**config.mk**
```make
export PLATFORM = sky130hd
export DESIGN_NAME = des_key_schedule
export DESIGN_NICKNAME = d
export VERILOG_FILES = /design/src/rtl/des_pkg.sv /design/src/rtl/des_pc2.sv /design/src/rtl/des_key_schedule.sv
export SDC_FILE = /design/constraint.sdc
export NUM_CORES = 1
export LEC_CHECK = 0
export CORE_AREA = 8 8 125 127
export CTS_BUF_LIST = sky130_fd_sc_hd__clkbuf_4
export CTS_CLUSTER_DIAMETER = 80
export DETAILED_ROUTE_END_ITERATION = 10
export DIE_AREA = 0 0 133 135
export GPL_ROUTABILITY_DRIVEN = 0
export PLACE_DENSITY = 0.65
export SETUP_SLACK_MARGIN = 0.1
export SYNTH_ARGS = -nofsm -noshare
export SYNTH_HDL_FRONTEND = slang
export SYNTH_SLANG_ARGS = --single-unit
```
**constraint.sdc**
```tcl
create_clock -name clk -period 3.1 [get_ports clk]
set_input_delay 0.62 -clock clk [delete_from_list [all_inputs] [get_ports clk]]
set_output_delay 0.62 -clock clk [all_outputs]
set_load 0.01 [all_outputs]
```
**src/rtl/des_pkg.sv**
```systemverilog
// Shared DES constants: PC-1/PC-2 permutation tables, rotate schedule, widths and
// the key-schedule state enum. Also used by the DES round core.
package des_pkg;

   localparam int KEY_W    = 64;
   localparam int HALF_W   = 28;
   localparam int CD_W     = 2 * HALF_W;
   localparam int SUBKEY_W = 48;
   localparam int ROUNDS   = 16;

   typedef enum logic {
      IDLE = 1'b0,
      RUN  = 1'b1
   } state_t;

   // Tables hold 1-based DES bit numbers; DES bit 1 is the MSB of the vector.
   localparam int PC1_TABLE [CD_W] = '{
      57, 49, 41, 33, 25, 17,  9,  1, 58, 50, 42, 34, 26, 18,
      10,  2, 59, 51, 43, 35, 27, 19, 11,  3, 60, 52, 44, 36,
      63, 55, 47, 39, 31, 23, 15,  7, 62, 54, 46, 38, 30, 22,
      14,  6, 61, 53, 45, 37, 29, 21, 13,  5, 28, 20, 12,  4
   };

   localparam int PC2_TABLE [SUBKEY_W] = '{
      14, 17, 11, 24,  1,  5,  3, 28, 15,  6, 21, 10,
      23, 19, 12,  4, 26,  8, 16,  7, 27, 20, 13,  2,
      41, 52, 31, 37, 47, 55, 30, 40, 51, 45, 33, 48,
      44, 49, 39, 56, 34, 53, 46, 42, 50, 36, 29, 32
   };

   localparam int SHIFT_TABLE [ROUNDS] = '{
      1, 1, 2, 2, 2, 2, 2, 2, 1, 2, 2, 2, 2, 2, 2, 1
   };

   function automatic logic [CD_W-1:0] pc1(input logic [KEY_W-1:0] key);
      logic [CD_W-1:0] cd;
      logic [5:0]      src;
      cd = '0;
      for (int j = 0; j < CD_W; j++) begin
         src = 6'(KEY_W - PC1_TABLE[j]);
         cd[6'(CD_W - 1 - j)] = key[src];
      end
      return cd;
   endfunction

   function automatic logic [HALF_W-1:0] rotl(input logic [HALF_W-1:0] x, input int amt);
      return (amt == 2) ? {x[HALF_W-3:0], x[HALF_W-1:HALF_W-2]}
                        : {x[HALF_W-2:0], x[HALF_W-1]};
   endfunction

   function automatic logic [HALF_W-1:0] rotr(input logic [HALF_W-1:0] x, input int amt);
      return (amt == 2) ? {x[1:0], x[HALF_W-1:2]}
                        : {x[0], x[HALF_W-1:1]};
   endfunction

endpackage

```
**src/rtl/des_pc2.sv**
```systemverilog
// Purely combinational PC-2 compression of the 56-bit C||D register pair into a
// 48-bit round subkey (PC-2 bit 1 lands on subkey[47]).
module des_pc2
   import des_pkg::*;
(
   input  logic [CD_W-1:0]     cd,
   output logic [SUBKEY_W-1:0] subkey
);

   logic [5:0] src;

   // NOTE: every variable written in always_comb gets a default first, so no path can infer a latch.
   always_comb begin
      subkey = '0;
      src    = '0;
      for (int j = 0; j < SUBKEY_W; j++) begin
         src = 6'(CD_W - PC2_TABLE[j]);
         subkey[6'(SUBKEY_W - 1 - j)] = cd[src];
      end
   end

   // Eight C/D bits never reach a subkey; folding them here keeps them visibly consumed.
   logic unused_dropped;
   assign unused_dropped = ^cd;

endmodule

```
**src/rtl/des_key_schedule.sv**
```systemverilog
// Sequential DES key schedule: one 48-bit subkey per advance, K1..K16 (or K16..K1
// when built with DES_KEY_DECRYPT_EN and decrypt=1 at load).
module des_key_schedule
   import des_pkg::*;
#(
   parameter bit AUTO_ADVANCE = 1'b0
)
(
   input  logic                clk,
   input  logic                reset,
   input  logic [KEY_W-1:0]    key_in,
   input  logic                load,
`ifdef DES_KEY_DECRYPT_EN
   input  logic                decrypt,
`endif
   input  logic                next,
   output logic [SUBKEY_W-1:0] subkey_out,
   output logic [3:0]          round_out,
   output logic                subkey_valid,
   output logic                busy,
   output logic                done
);

   state_t                state, state_next;
   logic [HALF_W-1:0]     c, d, c_next, d_next;
   logic [3:0]            round_next;
   logic                  valid_next, done_next, subkey_en;
   logic                  decrypt_mode, decrypt_mode_next;
   logic                  load_decrypt, advance;
   logic [CD_W-1:0]       cd_load;
   logic [SUBKEY_W-1:0]   pc2_out;

`ifdef DES_KEY_DECRYPT_EN
   assign load_decrypt = decrypt;
`else
   assign load_decrypt = 1'b0;
`endif

   assign cd_load = pc1(key_in);
   assign advance = subkey_valid && (next || AUTO_ADVANCE);
   assign busy    = (state == RUN);

   // Parity bits are dropped by PC-1; the reduction marks them as intentionally unused.
   logic unused_parity;
   assign unused_parity = ^key_in;

   always_comb begin
      state_next        = state;
      c_next            = c;
      d_next            = d;
      round_next        = round_out;
      valid_next        = subkey_valid;
      done_next         = 1'b0;
      subkey_en         = 1'b0;
      decrypt_mode_next = decrypt_mode;
      case (state)
         IDLE: begin
            if (load) begin
               state_next        = RUN;
               valid_next        = 1'b1;
               round_next        = 4'd0;
               subkey_en         = 1'b1;
               decrypt_mode_next = load_decrypt;
               if (load_decrypt) begin
                  c_next = cd_load[CD_W-1:HALF_W];
                  d_next = cd_load[HALF_W-1:0];
               end else begin
                  c_next = rotl(cd_load[CD_W-1:HALF_W], SHIFT_TABLE[0]);
                  d_next = rotl(cd_load[HALF_W-1:0], SHIFT_TABLE[0]);
               end
            end
         end
         RUN: begin
            if (advance) begin
               if (round_out == 4'd15) begin
                  state_next = IDLE;
                  valid_next = 1'b0;
                  round_next = 4'd0;
                  done_next  = 1'b1;
               end else begin
                  round_next = round_out + 4'd1;
                  subkey_en  = 1'b1;
                  // Decrypt walks the schedule backwards, undoing the shift that produced the current key.
                  if (decrypt_mode) begin
                     c_next = rotr(c, SHIFT_TABLE[4'd15 - round_out]);
                     d_next = rotr(d, SHIFT_TABLE[4'd15 - round_out]);
                  end else begin
                     c_next = rotl(c, SHIFT_TABLE[round_out + 4'd1]);
                     d_next = rotl(d, SHIFT_TABLE[round_out + 4'd1]);
                  end
               end
            end
         end
         default: state_next = IDLE;
      endcase
   end

   des_pc2 u_pc2 (
      .cd     ({c_next, d_next}),
      .subkey (pc2_out)
   );

   // NOTE: sequential state uses non-blocking assignments so every register samples pre-edge values.
   always_ff @(posedge clk or negedge reset) begin
      if (!reset) begin
         state        <= IDLE;
         c            <= '0;
         d            <= '0;
         round_out    <= '0;
         subkey_out   <= '0;
         subkey_valid <= 1'b0;
         done         <= 1'b0;
         decrypt_mode <= 1'b0;
      end else begin
         state        <= state_next;
         c            <= c_next;
         d            <= d_next;
         round_out    <= round_next;
         subkey_valid <= valid_next;
         done         <= done_next;
         decrypt_mode <= decrypt_mode_next;
         if (subkey_en) begin
            subkey_out <= pc2_out;
         end
      end
   end

endmodule
```
# Word level (Yosys, flattened, before mapping)
# Memory sizes are Yosys's and may differ from the RTL's.
# Cells that the tools add are included.
word_totals:
  register_bits: 95
  rom_bits: 512
  input_bits: 68
  output_inout_bits: 55
  word_cells: 53
  memories: 1
mem_list:
  columns: ["memory", "words", "width", "read_ports", "rd_ports_with_merged_regs", "wr", "line", "text"]
  rows:
  - ["(name not given)", 16, 32, 1, 0, 0, "des_key_schedule.sv:89", "d_next = rotl(d, SHIFT_TABLE[round_out + 4'd1]);"]
op_classes:
  n_addsub: 1
  magnitude_cmp: 1
  n_eq_ne: 6
  n_mux: 29
  bitwise: 2
  reduce_logical: 4
ops:
  columns: ["operator", "count"]
  rows:
  - ["$mux W28", 8]
  - ["$pmux W28 S2", 2]
  - ["$mux W32", 2]
  - ["$eq A32 B3 Y1 const B", 1]
  - ["$mux W4", 3]
  - ["$mux W1", 10]
  - ["$pmux W4 S2", 1]
  - ["$pmux W1 S2", 3]
  - ["$reduce_and A3 Y1", 2]
  - ["$ge A5 B5 Y1 const B", 1]
  - ["$not A4 Y5", 1]
  - ["$add A4 B1 Y4 const B", 1]
  - ["$eq A4 B4 Y1 const B", 1]
  - ["$ne A2 B1 Y1 const B", 2]
  - ["$ne A2 B2 Y1 const B", 2]
  - ["$reduce_and A2 Y1", 1]
  - ["$logic_and A1 B1 Y1", 1]
  - ["$not A1 Y1", 1]

# Logic depth before layout (Yosys ltp)
# Gate-level depths: netlist of run 1.
depth:
  ltp_word: 10
  depth_mapped: 9
  ltp_nobuf: 7

# Hierarchy
# A second synthesis of run 1 with hierarchy kept.
hier_totals:
  cells_unflattened: 543
  area_unflattened_um2: 5745.5
by_module_without_submodules:
  columns: ["module", "n_inst", "cells_each", "area_per_inst_um2", "seq_area_each_um2"]
  rows:
  - ["des_key_schedule", 1, 494, 5381.4, 2777.7]
  - ["des_pc2", 1, 49, 364.1, 0.0]

# Least setup slack after synthesis of run 1
# Ideal clock, no wire load.
synth_path:
  path_kind: "register to register"
  from: "register round_out[0]"
  to: "register c[0]"
  arrival_time_ps: 1933
  required_ps: 2968
  path_slack_ps: 1035
  path_stages_with_launch: 9
  n_path_buf: 2
  synth_period_minus_slack_ps: 2065
  path_cell_list: "dfrtp_1 ha_1 or4b_4 o31ai_4 a31oi_2 buf_6 buf_6 mux2i_1 o21ai_1"
synth_between:
  elab_chain_cells: 10
  elab_cells_between_ends: 13
synth_rtl:
  columns: ["element", "line", "text"]
  rows:
  - ["start, declared", "des_key_schedule.sv:18", "output logic [3:0] round_out,"]
  - ["start signal, assigned", "des_key_schedule.sv:118", "round_out <= round_next;"]
  - ["$add A4 B1 Y4", "des_key_schedule.sv:88", "c_next = rotl(c, SHIFT_TABLE[round_out + 4'd1]);"]
  - ["$not A4 Y5 (implied by the code)", "des_key_schedule.sv:88", null]
  - ["$mem_v2 Z16 W32", null, null]
  - ["$mux W32 (2 in a row)", null, null]
  - ["$eq A32 B3 Y1", null, null]
  - ["$mux W28", "des_pkg.sv:47", "return (amt == 2) ? {x[HALF_W-3:0], x[HALF_W-1:HALF_W-2]}"]
  - ["$mux W28", "des_key_schedule.sv:75", "if (round_out == 4'd15) begin"]
  - ["$mux W28", "des_key_schedule.sv:74", "if (advance) begin"]
  - ["$pmux W28 S2", "des_key_schedule.sv:56", "case (state)"]
  - ["end signal, assigned", "des_key_schedule.sv:116", "c <= c_next;"]
  - ["end, declared", "des_key_schedule.sv:25", "logic [HALF_W-1:0] c, d, c_next, d_next;"]
# Several ways; a longest one is shown, not always the timed one. The select of a mux whose other input is x is not followed.
# A chain may end at the register's enable or synchronous reset.

# Worst setup path after layout of run 1
layout_path:
  from: "register round_out[0]"
  to: "register c[9]"
# The elaborated chain is that of the path after synthesis.

==> flow_summary.toml, run 1 <==
[run_status]
outcome = "complete, no violations"

[sta]
hold_viol = 0
period_needed_ns = 2.445
maxSlewHeadroom_pct = 50.66
fin_setup_tns_ns = 0
worst_pin_slew_ns = 0.7401
setup_ws_ns = 0.6547
fmax_mhz = 409.0
setup_viol = 0
drv_slew = 0
finalCritPeriodShare_pct = 78.88
clock_skew_ns = 0.01776
rsz0062_at_grt = "no"
whs_ns = 0.1910

[clock_tree]
cts_buffer_depth = 2
clock-root-buffer = "clkbuf_4"
hold_buffers = 0
clkLatencyLatePin_ns = 0.46
cts_buffers = 9
htreeDepth = 3
postCtsSetupRepairBufs = 0
cts.sinks = 95
cts_tree = "built"
cts_resized = 0
path_clk_slew_ns = 0.16

[finish]
final_cells = 806
drive_gt1_share_pct = 6.709
most-common-layout-cells = "dfrtp_1 (95), nand3_1 (82), clkdlybuf4s50_1 (72), mux2i_1 (62)"
multi_input_area_sq_um = 2651
final_common_cell = "dfrtp_1"
num_antenna_cells = 0
seq_area_sq_um = 2377
fillCellCount = 1337
area_delta_synth_final_pct = 17.14
final_nets = 693

[die]
io_pins = 123
die_area_sq_um = 17960
row_count = 43
die_y_microns = 135
initial_core_util_pct = 39.20
die_w_microns = 133
core_area_sq_um = 13610

[worst_setup_path]
cp_cell_sequence = "ha_1 -> nand3_1 -> nand2_1 -> buf_4 -> nand3_1 -> o21ai_1"
cp_slowest_cell = "nand2_1"
path_buf_inv = 1
worstSetupStartpointType = "flip-flop"
cp_max_fo = 28
end_kind = "flip-flop"
worst_path_largest_cell_delay_ns = 0.62
crit_family = "simple AND/OR/NAND/NOR gates"
path_class = "flip-flop to flip-flop"
cp.arrival_ns = 2.82
cpMostUsedCell = "nand3_1"
cp.required_ns = 3.48

[synth]
syn_area_per_cell_sq_um = 9.379
syn-cell-area_sq_um = 5336
yosysUniqueCellTypes = 34
synth_cells = 569
async_flop_share_pct = 100.0
synth_edf_count = 0
yosysWarnings = 0
synth_seq_area_share_pct = 44.55
synth-seq-cells = 95
ys.flop_type = "dfrtp_1"

[drt]
wirelength_microns = 15180
drc = 0
drt-pass1-iter-count = 7
avgViaCountPerCell = 5.933
drt_iter0_drc = 369
ant_nets = 0
wl_per_cell_microns = 18.84
vias = 4782

[grt]
grt_pass1_vias = 4782
grt_pass1_wl_microns = 24630
grt_max_degree = 56
track_usage_pct = 16.90
overflow = 0
antenna_found_initial = 0

[min_path]
min-delay-path-class = "input port to async pin"

[place]
place_ws_ns = 0.4549
dp.cells = 790
place_hpwl_microns = 9969
portBuffers = 74

[job]
cap_violations = 0

[power_and_ir_drop]
ir_drop_mv = 0.3886
powerDensity_nw_per_um2 = 676.8
leakage_nw = 2.820
per-stage QoR:
| stage | total power (W) | util [%] | instance area (sq um) |
|---|---|---|---|
| 2_1_floorplan | 0.002939 | - | 5393 |
| 3_3_place_gp | 0.003598 | 45.10 | 6138 |
| 3_5_place_dp | 0.003642 | 45.10 | 6138 |
| 4_1_cts | 0.004255 | 45.92 | 6251 |
| 5_1_grt | 0.004475 | 45.92 | 6251 |
| 6_report | 0.004231 | 45.92 | 6251 |
sequential cells by signal, indices dropped and copies added (netlist names):
signal and count:
subkey_out 32, c 28, d 28, round_out 4, busy 1, done 1
subkey_valid 1
final timing paths:
path / from / end / slack [ns] / depth (start not counted)
worst min-delay path: reset / c[14] / 0.19 / 1
worst min register to register: subkey_out[29] / subkey_out[29] / 0.53 / 2
worst max-delay path: round_out[0] / c[9] / 0.65 / 6
min in group clk: subkey_out[29] / subkey_out[29] / 0.53 / 2
max in group asynchronous: reset / busy / 2.23 / 2
worst max register to register: round_out[0] / c[9] / 0.65 / 6
cell usage after synthesis, types with 10 or more instances:
cell type | n | area [sq um]
dfrtp_1 | 95 | 2377
nand3_1 | 82 | 410.4
mux2i_1 | 62 | 620.6
a21oi_1 | 43 | 215.2
nand4_1 | 43 | 269.0
nor2_1 | 42 | 157.7
clkbuf_1 | 27 | 101.4
and3_1 | 23 | 143.9
o21ai_1 | 22 | 110.1
buf_4 | 20 | 150.1
nand2_1 | 18 | 67.56
a221oi_1 | 14 | 122.6
nand4b_1 | 14 | 122.6
buf_2 | 13 | 65.06
o21ai_0 | 12 | 60.06
o211ai_1 | 10 | 75.07
cell families after synthesis:
group,after synthesis,share of synthesized area [%]
xor gates and xnor gates,1,0.1642
muxes,62,11.63
other,1,0.07027
adders and majority gates,4,0.9379
and+or+nand+nor,228,22.93
buffers and inverters,68,7.057
DFF,95,44.55
AOI/OAI and AO/OA,110,12.66
power breakdown:
group | total (W) | internal [W] | switching (W) | leakage [nW]
combinational | 0.00172 | 0.000789 | 0.000934 | 1.50
sequential | 0.00190 | 0.00156 | 0.000341 | 1.26
clock | 0.000611 | 0.000170 | 0.000441 | 0.0598
routing by layer:
metal	GRT usage, %	wire (microns)	vias up
li1	-	-	2194
met1	21.07	6409	2397
met2	28.01	7560	176
met3	4.383	958	15
met4	5.300	256	0
met5	0	0	-
final cells by class:
cell class	count	share of cell area, %
Clock inverter	6	0.6005
Multi-Input combinational cell	421	42.41
Tap cell	180	3.603
Sequential cell	95	38.03
Timing Repair Buffer	91	13.97
Inverter	3	0.1801
Clock buffer	10	1.201
Power figures use the tool's default switching activity.
==> run 2, diff against run 1 <==
--- a/config.mk
+++ b/config.mk
@@ -11,7 +11,7 @@
 export DETAILED_ROUTE_END_ITERATION = 10
 export DIE_AREA = 0 0 133 135
 export GPL_ROUTABILITY_DRIVEN = 0
-export PLACE_DENSITY = 0.65
+export PLACE_DENSITY = 0.68
 export SETUP_SLACK_MARGIN = 0.1
 export SYNTH_ARGS = -nofsm -noshare
 export SYNTH_HDL_FRONTEND = slang
==> constraint.sdc (replaced) <==
create_clock -name clk -period 2.1 [get_ports clk]
set_input_delay 0.42 -clock clk [delete_from_list [all_inputs] [get_ports clk]]
set_output_delay 0.42 -clock clk [all_outputs]
set_load 0.01 [all_outputs]
==> flow_summary.toml, run 2 (synthesis gave the netlist of run 1 again) <==
[grt]
antenna_found_initial = 0
track_usage_pct = 17.72
grt_pass1_wl_microns = 26020
grt_max_degree = 37
grt_pass1_vias = 5062
overflow = 0

[job]
cap_violations = 0

[sta]
setup_ws_ns = 0.08497
fin_setup_tns_ns = 0
finalCritPeriodShare_pct = 95.95
whs_ns = 0.3941
hold_viol = 0
fmax_mhz = 496.3
rsz0062_at_grt = "yes"
drv_slew = 0
period_needed_ns = 2.015
setup_viol = 0
clock_skew_ns = 0.01600

[min_path]
min-delay-path-class = "input port to async pin"

[drt]
vias = 4847
wl_per_cell_microns = 18.92
avgViaCountPerCell = 5.840
ant_nets = 0
drt-pass1-iter-count = 5
wirelength_microns = 15700
drc = 0
drt_iter0_drc = 510

[finish]
area_delta_synth_final_pct = 24.88
fillCellCount = 1275
final_nets = 717
finalInstanceArea_sq_um = 6664
num_antenna_cells = 0
final_common_cell = "dfrtp_1"
top_regs = "subkey_out x32, c x28, d x28"
most-common-layout-cells = "dfrtp_1 (92), nand3_1 (81), clkdlybuf4s50_1 (68), mux2i_1 (59)"
drive_gt1_share_pct = 11.85
top_register = "subkey_out"
finish.utilization_pct = 48.96
largest_reg_flops = 32

[worst_setup_path]
cp_cell_sequence = "ha_1 -> or4b_4 -> o31ai_4 -> a31oi_4 -> buf_12 -> mux2i_2 -> o21ai_1"
path_buf_inv = 1
worstSetupStartpointType = "flip-flop"
cp.required_ns = 2.47
cp_max_fo = 11
cp.arrival_ns = 2.39
worst_path_largest_cell_delay_ns = 0.50
crit_family = "simple AND/OR/NAND/NOR gates"
path_class = "flip-flop to flip-flop"
end_kind = "flip-flop"
cp_slowest_cell = "or4b_4"

[die]
row_count = 43
core_area_sq_um = 13610
die_w_microns = 133
io_pins = 123
initial_core_util_pct = 39.20
die_area_sq_um = 17960
die_y_microns = 135

[clock_tree]
cts_buffer_depth = 2
cts.sinks = 95
clock-root-buffer = "clkbuf_4"
clkLatencyLatePin_ns = 0.48
cts_tree = "built"
path_clk_slew_ns = 0.15
cts_buffers = 9
htreeDepth = 3

[place]
place_ws_ns = -0.08121
portBuffers = 74
place_hpwl_microns = 10640
place_area_sq_um = 6431

[run_status]
outcome = "complete, no violations"

[power_and_ir_drop]
ir_drop_mv = 0.5159
leakage_nw = 3.030
powerDensity_nw_per_um2 = 1014
[run 2: metal layers]
layer | part of all wire, % | global-route usage [%] | up-vias | wire [microns]
li1 | - | - | 2249 | -
met1 | 42 | 21.66 | 2429 | 6625
met2 | 51 | 30.48 | 147 | 7985
met3 | 5.1 | 3.789 | 22 | 794
met4 | 1.9 | 5.552 | 0 | 298
met5 | 0 | 0 | - | 0
[run 2: final timing paths]
check | slack (ns) | cells after the start | end | startpoint
hold reg to reg | 0.53 | 2 | subkey_out[24] | subkey_out[24]
setup / recovery | 0.08 | 7 | c[18] | round_out[0]
min in group clk | 0.53 | 2 | subkey_out[24] | subkey_out[24]
max in group asynchronous | 1.15 | 3 | round_out[3] | reset
hold / removal | 0.39 | 2 | subkey_out[26] | reset
setup reg to reg | 0.08 | 7 | c[18] | round_out[0]
[run 2: timing repair]
item | 4_1_cts | 5_1_grt
endpoints found under the setup margin | 39 | 90
cloned | 0 | 1
pin swaps | 0 | 4
hold endpoints to repair | 27 | 0
setup buffers | 2 | 0
hold buffers | 1 | 0
resized for setup | 6 | 19
[run 2: area by class of cell]
class                      instances  area [sq um]  area share, %
timing repair buffer             115          1229          18.44
clock buffer                      10         75.07          1.127
inverter                           3         11.26         0.1690
tap                              180         225.2          3.380
sequential                        95          2381          35.73
clock inverter                     6         36.28         0.5445
multi-input combinational        421          2706          40.61
[run 2: through the flow]
step                      std cells  power, W
after floorplan                 584  0.004343
after global placement          810  0.005538
after detailed placement        810  0.005612
after CTS                       829  0.006566
after global routing            830  0.007132
final                           830  0.006758
[run 2: report_power, final]
part | leakage (nW) | switching, W | internal, W | total [W]
Sequential | 1.25 | 0.000503 | 0.00230 | 0.00280
Combinational | 1.71 | 0.00152 | 0.00153 | 0.00304
Clock | 0.0663 | 0.000659 | 0.000253 | 0.000913
Total | 3.03 | 0.00268 | 0.00408 | 0.00676
